**src/rtl/seg7_scan_driver.sv**
```systemverilog
// Multiplexed common-anode 7-segment scan driver. A divided clock from the upstream
// divider is synchronised and edge-detected to step digits, with an anode-off guard.
module seg7_scan_driver #(
    parameter int unsigned N_DIGITS     = 8,
    parameter int unsigned BLANK_CYCLES = 4,
    parameter int unsigned LZ_BLANK_EN  = 1
) (
    input  logic                    clk_in,
    input  logic                    reset,
    input  logic                    tick_in,
    input  logic [4*N_DIGITS-1:0]   value,
    input  logic [N_DIGITS-1:0]     dp_en,
    input  logic                    blank_lz,
    output logic [6:0]              seg_out,
    output logic                    dp_out,
    output logic [N_DIGITS-1:0]     an_out
);

    localparam int unsigned IDX_W = (N_DIGITS > 1) ? $clog2(N_DIGITS) : 1;
    localparam int unsigned CNT_W = (BLANK_CYCLES > 0) ? $clog2(BLANK_CYCLES + 1) : 1;

    typedef enum logic {SHOW, GUARD} state_e;

    state_e                  state_q, state_d;
    logic [IDX_W-1:0]        idx_q, idx_d;
    logic [CNT_W-1:0]        cnt_q, cnt_d;
    logic [4*N_DIGITS-1:0]   snap_val_q, snap_val_d;
    logic [N_DIGITS-1:0]     snap_dp_q, snap_dp_d;
    logic                    snap_lz_q, snap_lz_d;
    logic                    sync1_q, sync2_q, sync3_q;
    logic [6:0]              seg_q, seg_d;
    logic                    dp_q, dp_d;
    logic [N_DIGITS-1:0]     an_q, an_d;
    logic                    adv;
    logic [3:0]              nib;
    logic                    dp_bit;
    logic                    zero_run;
    logic                    lz_blank;

    assign adv = sync2_q & ~sync3_q;

    function automatic logic [6:0] hex2seg(input logic [3:0] n);
        logic [6:0] s;
        case (n)
            4'h0: s = 7'h40;
            4'h1: s = 7'h79;
            4'h2: s = 7'h24;
            4'h3: s = 7'h30;
            4'h4: s = 7'h19;
            4'h5: s = 7'h12;
            4'h6: s = 7'h02;
            4'h7: s = 7'h78;
            4'h8: s = 7'h00;
            4'h9: s = 7'h10;
            4'hA: s = 7'h08;
            4'hB: s = 7'h03;
            4'hC: s = 7'h46;
            4'hD: s = 7'h21;
            4'hE: s = 7'h06;
            default: s = 7'h0E;
        endcase
        return s;
    endfunction

    // Next-state and registered-output computation; outputs follow the next-state values
    always_comb begin
        state_d    = state_q;
        idx_d      = idx_q;
        cnt_d      = cnt_q;
        snap_val_d = snap_val_q;
        snap_dp_d  = snap_dp_q;
        snap_lz_d  = snap_lz_q;
        nib        = 4'h0;
        dp_bit     = 1'b0;
        zero_run   = 1'b1;
        lz_blank   = 1'b0;
        seg_d      = 7'h7F;
        dp_d       = 1'b1;
        an_d       = '1;

        case (state_q)
            SHOW: begin
                if (adv) begin
                    if (idx_q == IDX_W'(N_DIGITS - 1)) begin
                        idx_d      = '0;
                        snap_val_d = value;
                        snap_dp_d  = dp_en;
                        snap_lz_d  = (LZ_BLANK_EN != 0) ? blank_lz : 1'b0;
                    end else begin
                        idx_d = idx_q + IDX_W'(1);
                    end
                    if (BLANK_CYCLES > 0) begin
                        state_d = GUARD;
                        cnt_d   = CNT_W'(BLANK_CYCLES);
                    end
                end
            end
            GUARD: begin
                cnt_d = cnt_q - CNT_W'(1);
                if (cnt_q == CNT_W'(1)) begin
                    state_d = SHOW;
                end
            end
            default: state_d = SHOW;
        endcase

        // Walk from the most significant digit down so zero_run covers digits N-1..i
        for (int i = int'(N_DIGITS) - 1; i >= 0; i--) begin
            zero_run = zero_run & (snap_val_d[4*i +: 4] == 4'h0);
            if (idx_d == IDX_W'(i)) begin
                nib    = snap_val_d[4*i +: 4];
                dp_bit = snap_dp_d[i];
                if (i != 0 && zero_run && snap_lz_d) begin
                    lz_blank = 1'b1;
                end
            end
        end

        if (state_d == SHOW) begin
            seg_d = lz_blank ? 7'h7F : hex2seg(nib);
            dp_d  = ~dp_bit;
            an_d  = ~(N_DIGITS'(1) << idx_d);
        end
    end

    always_ff @(posedge clk_in) begin
        if (reset) begin
            sync1_q    <= 1'b0;
            sync2_q    <= 1'b0;
            sync3_q    <= 1'b0;
            state_q    <= SHOW;
            idx_q      <= '0;
            cnt_q      <= '0;
            snap_val_q <= '0;
            snap_dp_q  <= '0;
            snap_lz_q  <= 1'b0;
            seg_q      <= 7'h7F;
            dp_q       <= 1'b1;
            an_q       <= '1;
        end else begin
            sync1_q    <= tick_in;
            sync2_q    <= sync1_q;
            sync3_q    <= sync2_q;
            state_q    <= state_d;
            idx_q      <= idx_d;
            cnt_q      <= cnt_d;
            snap_val_q <= snap_val_d;
            snap_dp_q  <= snap_dp_d;
            snap_lz_q  <= snap_lz_d;
            seg_q      <= seg_d;
            dp_q       <= dp_d;
            an_q       <= an_d;
        end
    end

    assign seg_out = seg_q;
    assign dp_out  = dp_q;
    assign an_out  = an_q;

endmodule

```
**config.mk**
```make
export PLATFORM = sky130hd
export DESIGN_NAME = seg7_scan_driver
export DESIGN_NICKNAME = d
export VERILOG_FILES = /design/src/rtl/seg7_scan_driver.sv
export SDC_FILE = /design/constraint.sdc
export NUM_CORES = 1
export LEC_CHECK = 0
export CORE_MARGIN = 4
export CORE_UTILIZATION = 30
export CTS_BUF_LIST = sky130_fd_sc_hd__clkbuf_4 sky130_fd_sc_hd__clkbuf_8
export DETAILED_ROUTE_END_ITERATION = 12
export HOLD_SLACK_MARGIN = 0.05
export PLACE_DENSITY = 0.58
export SKIP_LAST_GASP = 1
export SYNTH_ARGS = -nofsm -noshare
export SYNTH_HDL_FRONTEND = slang
export SYNTH_SLANG_ARGS = --single-unit
```
**constraint.sdc**
```tcl
create_clock -name clk_in -period 4.7 [get_ports clk_in]
set_clock_uncertainty 0.15 [all_clocks]
set_input_delay 0.705 -clock clk_in [delete_from_list [all_inputs] [get_ports clk_in]]
set_output_delay 0.705 -clock clk_in [all_outputs]
set_load 0.01 [all_outputs]
```
== Word-level counts from Yosys, hierarchy flattened ==
Memory sizes are Yosys's and may differ from the RTL's. A register that Yosys moved wholly into a read port is not among the register bits.
Index checks and enable logic that the tools add are counted.

* Bits in registers: 60
* ROM bits: 112
* Input bits: 44
* Logic and storage cells: 100
* Memories: 1

{| class="wikitable"
|+ Memories
! memory !! depth !! width !! read ports !! clocked after Yosys merged registers in !! write ports !! line !! source
|-
| (no name shown) || 16 || 7 || 1 || 1 || 0 || 44 || <nowiki>case (n)</nowiki>
|}

* Add/sub/neg operators: 2
* Equal/unequal tests: 10
* Shift-type cells: 1
* Mux-type cells: 47
* Bitwise gates (word level): 11
* Reduce and logical (&&, ||, !) cells: 17

{| class="wikitable"
|+ Operators by type and width
! kind !! number
|-
| 32-bit 2-to-1 mux || 3
|-
| 4-bit 2-to-1 mux || 8
|-
| 4-bit zero test || 7
|-
| 1-bit 2-to-1 mux || 27
|-
| 8-bit 2-to-1 mux || 3
|-
| 3-bit == test, second input constant || 5
|-
| 3-bit 2-to-1 mux || 4
|-
| 8-bit NOT || 1
|-
| 1-bit by 3-bit left shift with 8-bit output, first input constant || 1
|-
| 1-bit bitwise AND || 7
|-
| 1-bit logical AND || 7
|-
| 3-bit by 1-bit == test with 1-bit output, second input constant || 2
|-
| 3-bit by 2-bit == test with 1-bit output, second input constant || 2
|-
| 3-bit one-hot mux with 2 select lines || 1
|-
| 3-bit by 1-bit adder with 3-bit output, second input constant || 1
|-
| 3-bit zero test || 1
|-
| 1-bit NOT || 3
|-
| 3-bit OR reduction || 1
|-
| 3-bit by 1-bit subtractor with 3-bit output, second input constant || 1
|-
| 2-bit inequality test, second input constant || 1
|-
| 1-bit one-hot mux with 2 select lines || 1
|-
| 2-bit OR reduction || 1
|}

== Depth between registers and ports, before layout ==
Gate-level depths: netlist of run 1.

* Depth after elaboration: 21
* Gate-level depth with buffers: 15
* Depth with buffers taken out: 13

== Least setup slack after synthesis of run 1 ==
Ideal clock, no wire load.

* Kind: register -> register
* From: register idx_q[0]
* To: register seg_q[3], in the netlist seg_out[3]
* Setup time: 123 ps
* Arrival: 3,073 ps
* Required time: 4,427 ps
* Setup slack: 1,354 ps
* Stages on the path, launching flop included: 13
* Cells stage by stage: dfxtp_1 ha_1 ha_1 or4b_2 mux2i_1 a31oi_1 a31oi_1 a2bb2oi_1 inv_1 ha_1 mux2_2 mux2i_1 nand2_1

* Longest elaborated chain between the ends: 21

{| class="wikitable"
|+ RTL lines
! what !! line !! source
|-
| start, declared || 25 || <nowiki>logic [IDX_W-1:0] idx_q, idx_d;</nowiki>
|-
| start signal, assigned || 145 || <nowiki>idx_q <= idx_d;</nowiki>
|-
| parallel branches: the longest is 21 deep, another holds 3-bit by 1-bit adder with 3-bit output || n/a ||
|-
| end, declared || 31 || <nowiki>logic [6:0] seg_q, seg_d;</nowiki>
|}

Parallel ways; which one is timed is not known.
A chain may end at the register's enable or synchronous reset.

== Final worst setup path of run 1 ==
Ends and elaborated chain as after synthesis.

==> results of run 1 <==
[sequential cells by signal, indices dropped and copies added, names as in the netlist]
name / cells
dp_out: 1
state_q: 1
sync1_q: 1
snap_dp_q: 8
snap_lz_q: 1
snap_val_q: 32
cnt_q: 3
sync2_q: 1
an_out: 8
idx_q: 3
sync3_q: 1
seg_out: 7
[worst reg2reg max path: cells and delay by family (launching register included)]
family	cells	cell delay (ns)
fa+ha+maj	3	0.84
compound gates	3	0.73
mux	3	0.72
simple gates	2	0.72
flops	1	0.58
buf+inv	1	0.15
[Yosys cell counts, drive strengths merged, types with 3 or more instances]
library cell | count | area share, %
dfxtp | 67 | 40
nor4 | 7 | 1.3
clkbuf | 11 | 1.2
mux2 | 7 | 2.4
nand3b | 4 | 0.90
ha | 10 | 3.8
o22ai | 4 | 0.75
nor4b | 3 | 0.98
buf | 11 | 2.2
nor3b | 3 | 0.68
nor2b | 6 | 1.1
inv | 6 | 0.68
nand2b | 4 | 0.75
o21ai | 4 | 0.60
nand4 | 5 | 0.94
a31oi | 6 | 1.6
nor2 | 63 | 7.1
nand2 | 26 | 2.9
o211ai | 7 | 1.6
nor3 | 7 | 1.1
mux2i | 50 | 15
nand3 | 5 | 0.75
a21oi | 10 | 1.5
[through the flow]
stage,util [%],hold slack (ns),cells,cell area [µm²],worst slack (ns)
final,39.2,0.290,562,4250,0.695
after CTS,39.2,0.297,562,4250,0.750
after global routing,39.2,0.315,562,4250,0.443
after global placement,37.4,0.283,546,4050,0.791
after floorplan,-,0.264,362,3320,1.35
after detailed placement,37.4,0.282,546,4050,0.775
[worst max path at each step]
stage	from	end	cells past startpoint
floorplan	idx_q[0]	seg_out[3]	12
global placement	idx_q[0]	seg_out[4]	11
detailed placement	idx_q[0]	seg_out[4]	11
CTS	idx_q[0]	seg_out[3]	12
global route	idx_q[0]	seg_out[3]	12
finish	idx_q[0]	seg_out[3]	12
[cell usage in the layout, fill, tap and decap left out, types with 2 or more instances in the layout]
| cell type | instances |
|---|---|
| a21oi_1 | 10 |
| a22o_1 | 2 |
| a22oi_1 | 2 |
| a2bb2oi_1 | 2 |
| a31oi_1 | 5 |
| buf_4 | 7 |
| clkbuf_4 | 2 |
| clkbuf_8 | 10 |
| clkdlybuf4s50_1 | 59 |
| clkinvlp_4 | 2 |
| dfxtp_1 | 67 |
| ha_1 | 10 |
| inv_1 | 6 |
| mux2_2 | 7 |
| mux2i_1 | 50 |
| nand2_1 | 26 |
| nand2b_1 | 4 |
| nand3_1 | 5 |
| nand3b_1 | 4 |
| nand4_1 | 5 |
| nor2_1 | 63 |
| nor2b_1 | 6 |
| nor3_1 | 7 |
| nor3b_1 | 3 |
| nor4_1 | 7 |
| nor4b_1 | 2 |
| o211ai_1 | 7 |
| o21ai_0 | 4 |
| o221ai_1 | 2 |
| o22ai_1 | 4 |
| or3_1 | 2 |
| or4_1 | 2 |
[area by class of cell]
class / count / area share [%]
clock inverters: 4 / 1.18
well taps: 140 / 4.12
multi-input cells: 267 / 43.9
flip-flops and latches: 67 / 31.5
repair buffers: 66 / 15.1
inverters: 6 / 0.530
clock buffers: 12 / 3.59
[cells by family after synthesis]
family / share of synthesized area (%)
compound gates: 11.9
flops: 40.3
mux: 17.4
simple gates: 22.5
buf+inv: 4.10
fa+ha+maj: 3.76
[per-layer routing]
| metal | global-route usage (%) | up-vias |
|---|---|---|
| li1 | - | 1413 |
| met1 | 18.6 | 1291 |
| met2 | 22.1 | 75 |
| met3 | 3.58 | 13 |
| met4 | 6.17 | 0 |
| met5 | 0 | - |
[power breakdown]
group	leakage, µW	switching (µW)	total, µW	internal (µW)
clock	0.0000994	218	488	270
sequential	0.000544	7.85	588	580
combinational	0.000873	72.8	155	82.5
==> metrics.yaml, run 1 <==
outcome: "finished clean"
powerDensity_mw_per_mm2: 290
cp_slowest_cell: "or4b_2"
cts_buffers: 9
yosysWarnings: 0
drt-initial-drc-count: 117
grt_pass1_vias: 2791
cts_hold_buf: 0
ys_ff_latch: 67
io_buffer_count: 59
wl_met3_um: 456
setup_viol: 0
diodes: 0
crit_top_cell: "ha_1"
fillers: 1102
drc_errors: 0
worst_ep_required_time_ns: 4.78
grt_usage_pct: 14.2
synth-seq-area-share_pct: 40.3
hold_end: "sync2_q"
syn_area_mm2: 0.00332
ir_drop_uv: 142
gp_congestion: 0.900
start_util_pct: 30.7
hold_viol: 0
route.vias.total: 2792
hp-class: "register to register"
ys_types: 56
die_y_um: 113
drtAntennaViolNets: 0
synthCells: 362
antenna_found_initial: 0
wl_per_cell_um: 15.7
power_uw: 1230
row_count: 38
cts-root-buf: "clkbuf_8"
chipWidth_um: 113
fin_crit_sh_pct: 85.2
critPathArrivalTime_ns: 4.09
async_flop_share_pct: 0
criticalPathCategory: "register to register"
timing.rr.end: "seg_out[3]"
grt_remaining_overflow: 0
grt_setup_unrepaired: "no"
drive_gt1_share_pct: 9.72
maxSlewHeadroom_pct: 52.5
synth-edff-count: 0
m1WireLength_um: 4210
worstPathCellList: "ha_1, ha_1, or4b_2, mux2i_1, a31oi_1, a31oi_1, a2bb2oi_1, inv_1, ha_1, mux2_2, mux2i_1, nand2_1"
cts_tree: "done"
layout.nets: 471
maxCapViolations: 0
p_leak_uw: 0.00152
cts.reportedPaths.clkPinSlew_ns: 0.07
synthToLayoutAreaGrowth_pct: 27.9
reg2regPathDepth: 12
slowest_delay_ns: 0.65
hp-start: "sync1_q"
clock-sinks: 67
max_freq_mhz: 250
met2WireLength_um: 3960
fin_tns_setup_ns: 0
ys.flop_type: "dfxtp_1"
cp_max_fo: 14
tightest_slew_ns: 0.712
drt-total-wl_um: 8800
die_area_mm2: 0.0128
synth_fp_nets: 416
dr.pass1.iters: 4
routed.top_layer: "met4"
seq_area_mm2: 0.00134
slew_violations: 0
reg2reg_from: "idx_q[0]"
clockBufferDepth: 2
dpl.hpwl_um: 6580
core-area_mm2: 0.0108
avgSynthCellArea_um2: 9.18
period_needed_ns: 4.01
path_buf_inv: 1
io_pins: 60
grt_first_pass_wirelength_um: 14300
reg2reg_slack_ns: 0.69
end_kind: "register"
crit_family: "adder cells"
post_cts_resized: 0
hold_depth: 1
critPathLaunchType: "register"
cts.htree.levels: 3
grt_max_degree: 53
postCtsSetupBuffers: 0
multi_input_area_mm2: 0.00187
worstSkewPairLatency_ns: 0.35
avgViaCountPerCell: 4.97
(Power assumes the default switching activity.)
==> inputs of run 2 (changes only) <==
--- a/config.mk
+++ b/config.mk
@@ -5,9 +5,11 @@
 export SDC_FILE = /design/constraint.sdc
 export NUM_CORES = 1
 export LEC_CHECK = 0
+export CAP_MARGIN = 25
 export CORE_MARGIN = 4
 export CORE_UTILIZATION = 30
 export CTS_BUF_LIST = sky130_fd_sc_hd__clkbuf_4 sky130_fd_sc_hd__clkbuf_8
+export CTS_CLUSTER_DIAMETER = 40
 export DETAILED_ROUTE_END_ITERATION = 12
 export HOLD_SLACK_MARGIN = 0.05
 export PLACE_DENSITY = 0.58
==> results of run 2 <==
The final DEF is identical to that of run 1; final timing and power are the same.
==> inputs of run 3 (changes only) <==
--- a/config.mk
+++ b/config.mk
@@ -7,12 +7,12 @@
 export LEC_CHECK = 0
 export CAP_MARGIN = 25
 export CORE_MARGIN = 4
-export CORE_UTILIZATION = 30
+export CORE_UTILIZATION = 40
 export CTS_BUF_LIST = sky130_fd_sc_hd__clkbuf_4 sky130_fd_sc_hd__clkbuf_8
 export CTS_CLUSTER_DIAMETER = 40
 export DETAILED_ROUTE_END_ITERATION = 12
 export HOLD_SLACK_MARGIN = 0.05
-export PLACE_DENSITY = 0.58
+export PLACE_DENSITY = 0.71
 export SKIP_LAST_GASP = 1
 export SYNTH_ARGS = -nofsm -noshare
 export SYNTH_HDL_FRONTEND = slang
==> run 3 against run 2 <==
  * Setup slack lost 0.044 ns
  * Sequential cell count did not move
  * Sequential share of layout area grew 0.70 points
  * Maximum frequency is 1.1% lower
  * Clock power shrank 16%
  * First-iteration DRC count is 22% higher
  * Utilization is 14 points higher
  * Wire length fell by 10%
  * Hold slack improved by 0.0029 ns
  * Count of clock-buffer cells in the layout decreased by 3
  * Non-clock buffer count shrank 3
  * Critical endpoint unchanged
==> metrics.yaml, run 3 (synthesized netlist as in run 1, its figures left out) <==
outcome: "finished clean"
reg2regPathDepth: 12
grt_remaining_overflow: 0
drt-initial-drc-count: 143
cp_max_fo: 14
reg2reg_from: "idx_q[0]"
fin_tns_setup_ns: 0
antenna_found_initial: 0
wl_per_cell_um: 15.1
slew_violations: 0
worstSkewPairLatency_ns: 0.34
drtAntennaViolNets: 0
hold_viol: 0
io_buffer_count: 59
cts_hold_buf: 0
p_leak_uw: 0.00149
die_area_mm2: 0.00983
setup_viol: 0
cts.htree.levels: 3
tightest_slew_ns: 0.785
row_count: 32
synthToLayoutAreaGrowth_pct: 25.1
grt_max_degree: 53
final_common_cell: "dfxtp_1"
grt_usage_pct: 16.4
end_kind: "register"
diodes: 0
grt_setup_unrepaired: "no"
dpl.hpwl_um: 6040
critPathArrivalTime_ns: 4.13
regMostFlops: "snap_val_q"
clockBufferDepth: 2
max_freq_mhz: 247
layout.nets: 468
die_y_um: 99.2
gp_congestion: 0.882
cts-root-buf: "clkbuf_8"
hp-class: "register to register"
postCtsSetupBuffers: 0
critPathLaunch: "idx_q[0]"
grt_first_pass_wirelength_um: 12900
dr.pass1.iters: 4
chipWidth_um: 99.2
cts_buffers: 9
post_cts_resized: 0
core-area_mm2: 0.00789
criticalPathCategory: "register to register"
period_needed_ns: 4.05
hp-start: "sync1_q"
maxSlewHeadroom_pct: 47.6
route.vias.total: 2790
cts_tree: "done"
largest_reg_flops: 32
grt_pass1_vias: 2681
cts.reportedPaths.clkPinSlew_ns: 0.08
start_util_pct: 42.1
power_uw: 1150
clock-sinks: 67
critPathLaunchType: "register"
fin_crit_sh_pct: 86.2
ir_drop_uv: 181
drive_gt1_share_pct: 9.07
maxCapViolations: 0
worst_ep_required_time_ns: 4.78
avgViaCountPerCell: 5.36
powerDensity_mw_per_mm2: 277
most-common-layout-cells: "67 x dfxtp_1, 63 x nor2_1, 59 x clkdlybuf4s50_1"
hold_depth: 1
io_pins: 60
drt-total-wl_um: 7890
drc_errors: 0
[run 3: power breakdown]
part / leakage [µW] / switching, µW / total [µW] / internal [µW]
registers: 0.000544 / 7.47 / 588 / 580
clock network: 0.0000852 / 223 / 412 / 189
logic: 0.000860 / 70.6 / 152 / 81.6
total: 0.00149 / 301 / 1150 / 850
[run 3: area by class of cell]
class | count | area [µm²]
inverters | 6 | 22.5
repair buffers | 63 | 633
well taps | 102 | 128
fillers | 722 | 3730
clock buffers | 9 | 124
clock inverters | 7 | 43.8
flip-flops and latches | 67 | 1340
multi-input cells | 267 | 1870
[run 3: worst paths after layout]
check               endpoint  slack (ns)
setup reg to reg  seg_out[3]        0.65
hold / removal       sync2_q        0.29
setup / recovery  seg_out[3]        0.65
hold reg to reg      sync2_q        0.29
[run 3: worst max-delay path, cell delays in order, from the launching register on]
cell and delay, ns:
dfxtp_1 0.56, ha_1 0.25, ha_1 0.32, or4b_2 0.66, mux2i_1 0.32, a31oi_1 0.11, a31oi_1 0.23, a2bb2oi_1 0.43
inv_1 0.15, ha_1 0.29, mux2_2 0.28, mux2i_1 0.12, nand2_1 0.06
[run 3: stage by stage]
stage	std cells	hold slack, ns	setup slack (ns)	utilization, %	instance area [µm²]
3_3_place_gp	505	0.279	0.847	50.6	3990
3_5_place_dp	505	0.277	0.725	50.6	3990
4_1_cts	521	0.296	0.700	52.7	4160
5_1_grt	521	0.310	0.353	52.7	4160
2_1_floorplan	362	0.264	1.35	-	3320
6_report	521	0.292	0.650	52.7	4160
[run 3: per-layer routing]
layer / wire length (µm) / share of wire, % / global-route usage, %
met2: 3610 / 46 / 25.9
met4: 131 / 1.7 / 4.83
met3: 483 / 6.1 / 5.40
met1: 3670 / 46 / 21.3
met5: 0 / 0 / 0
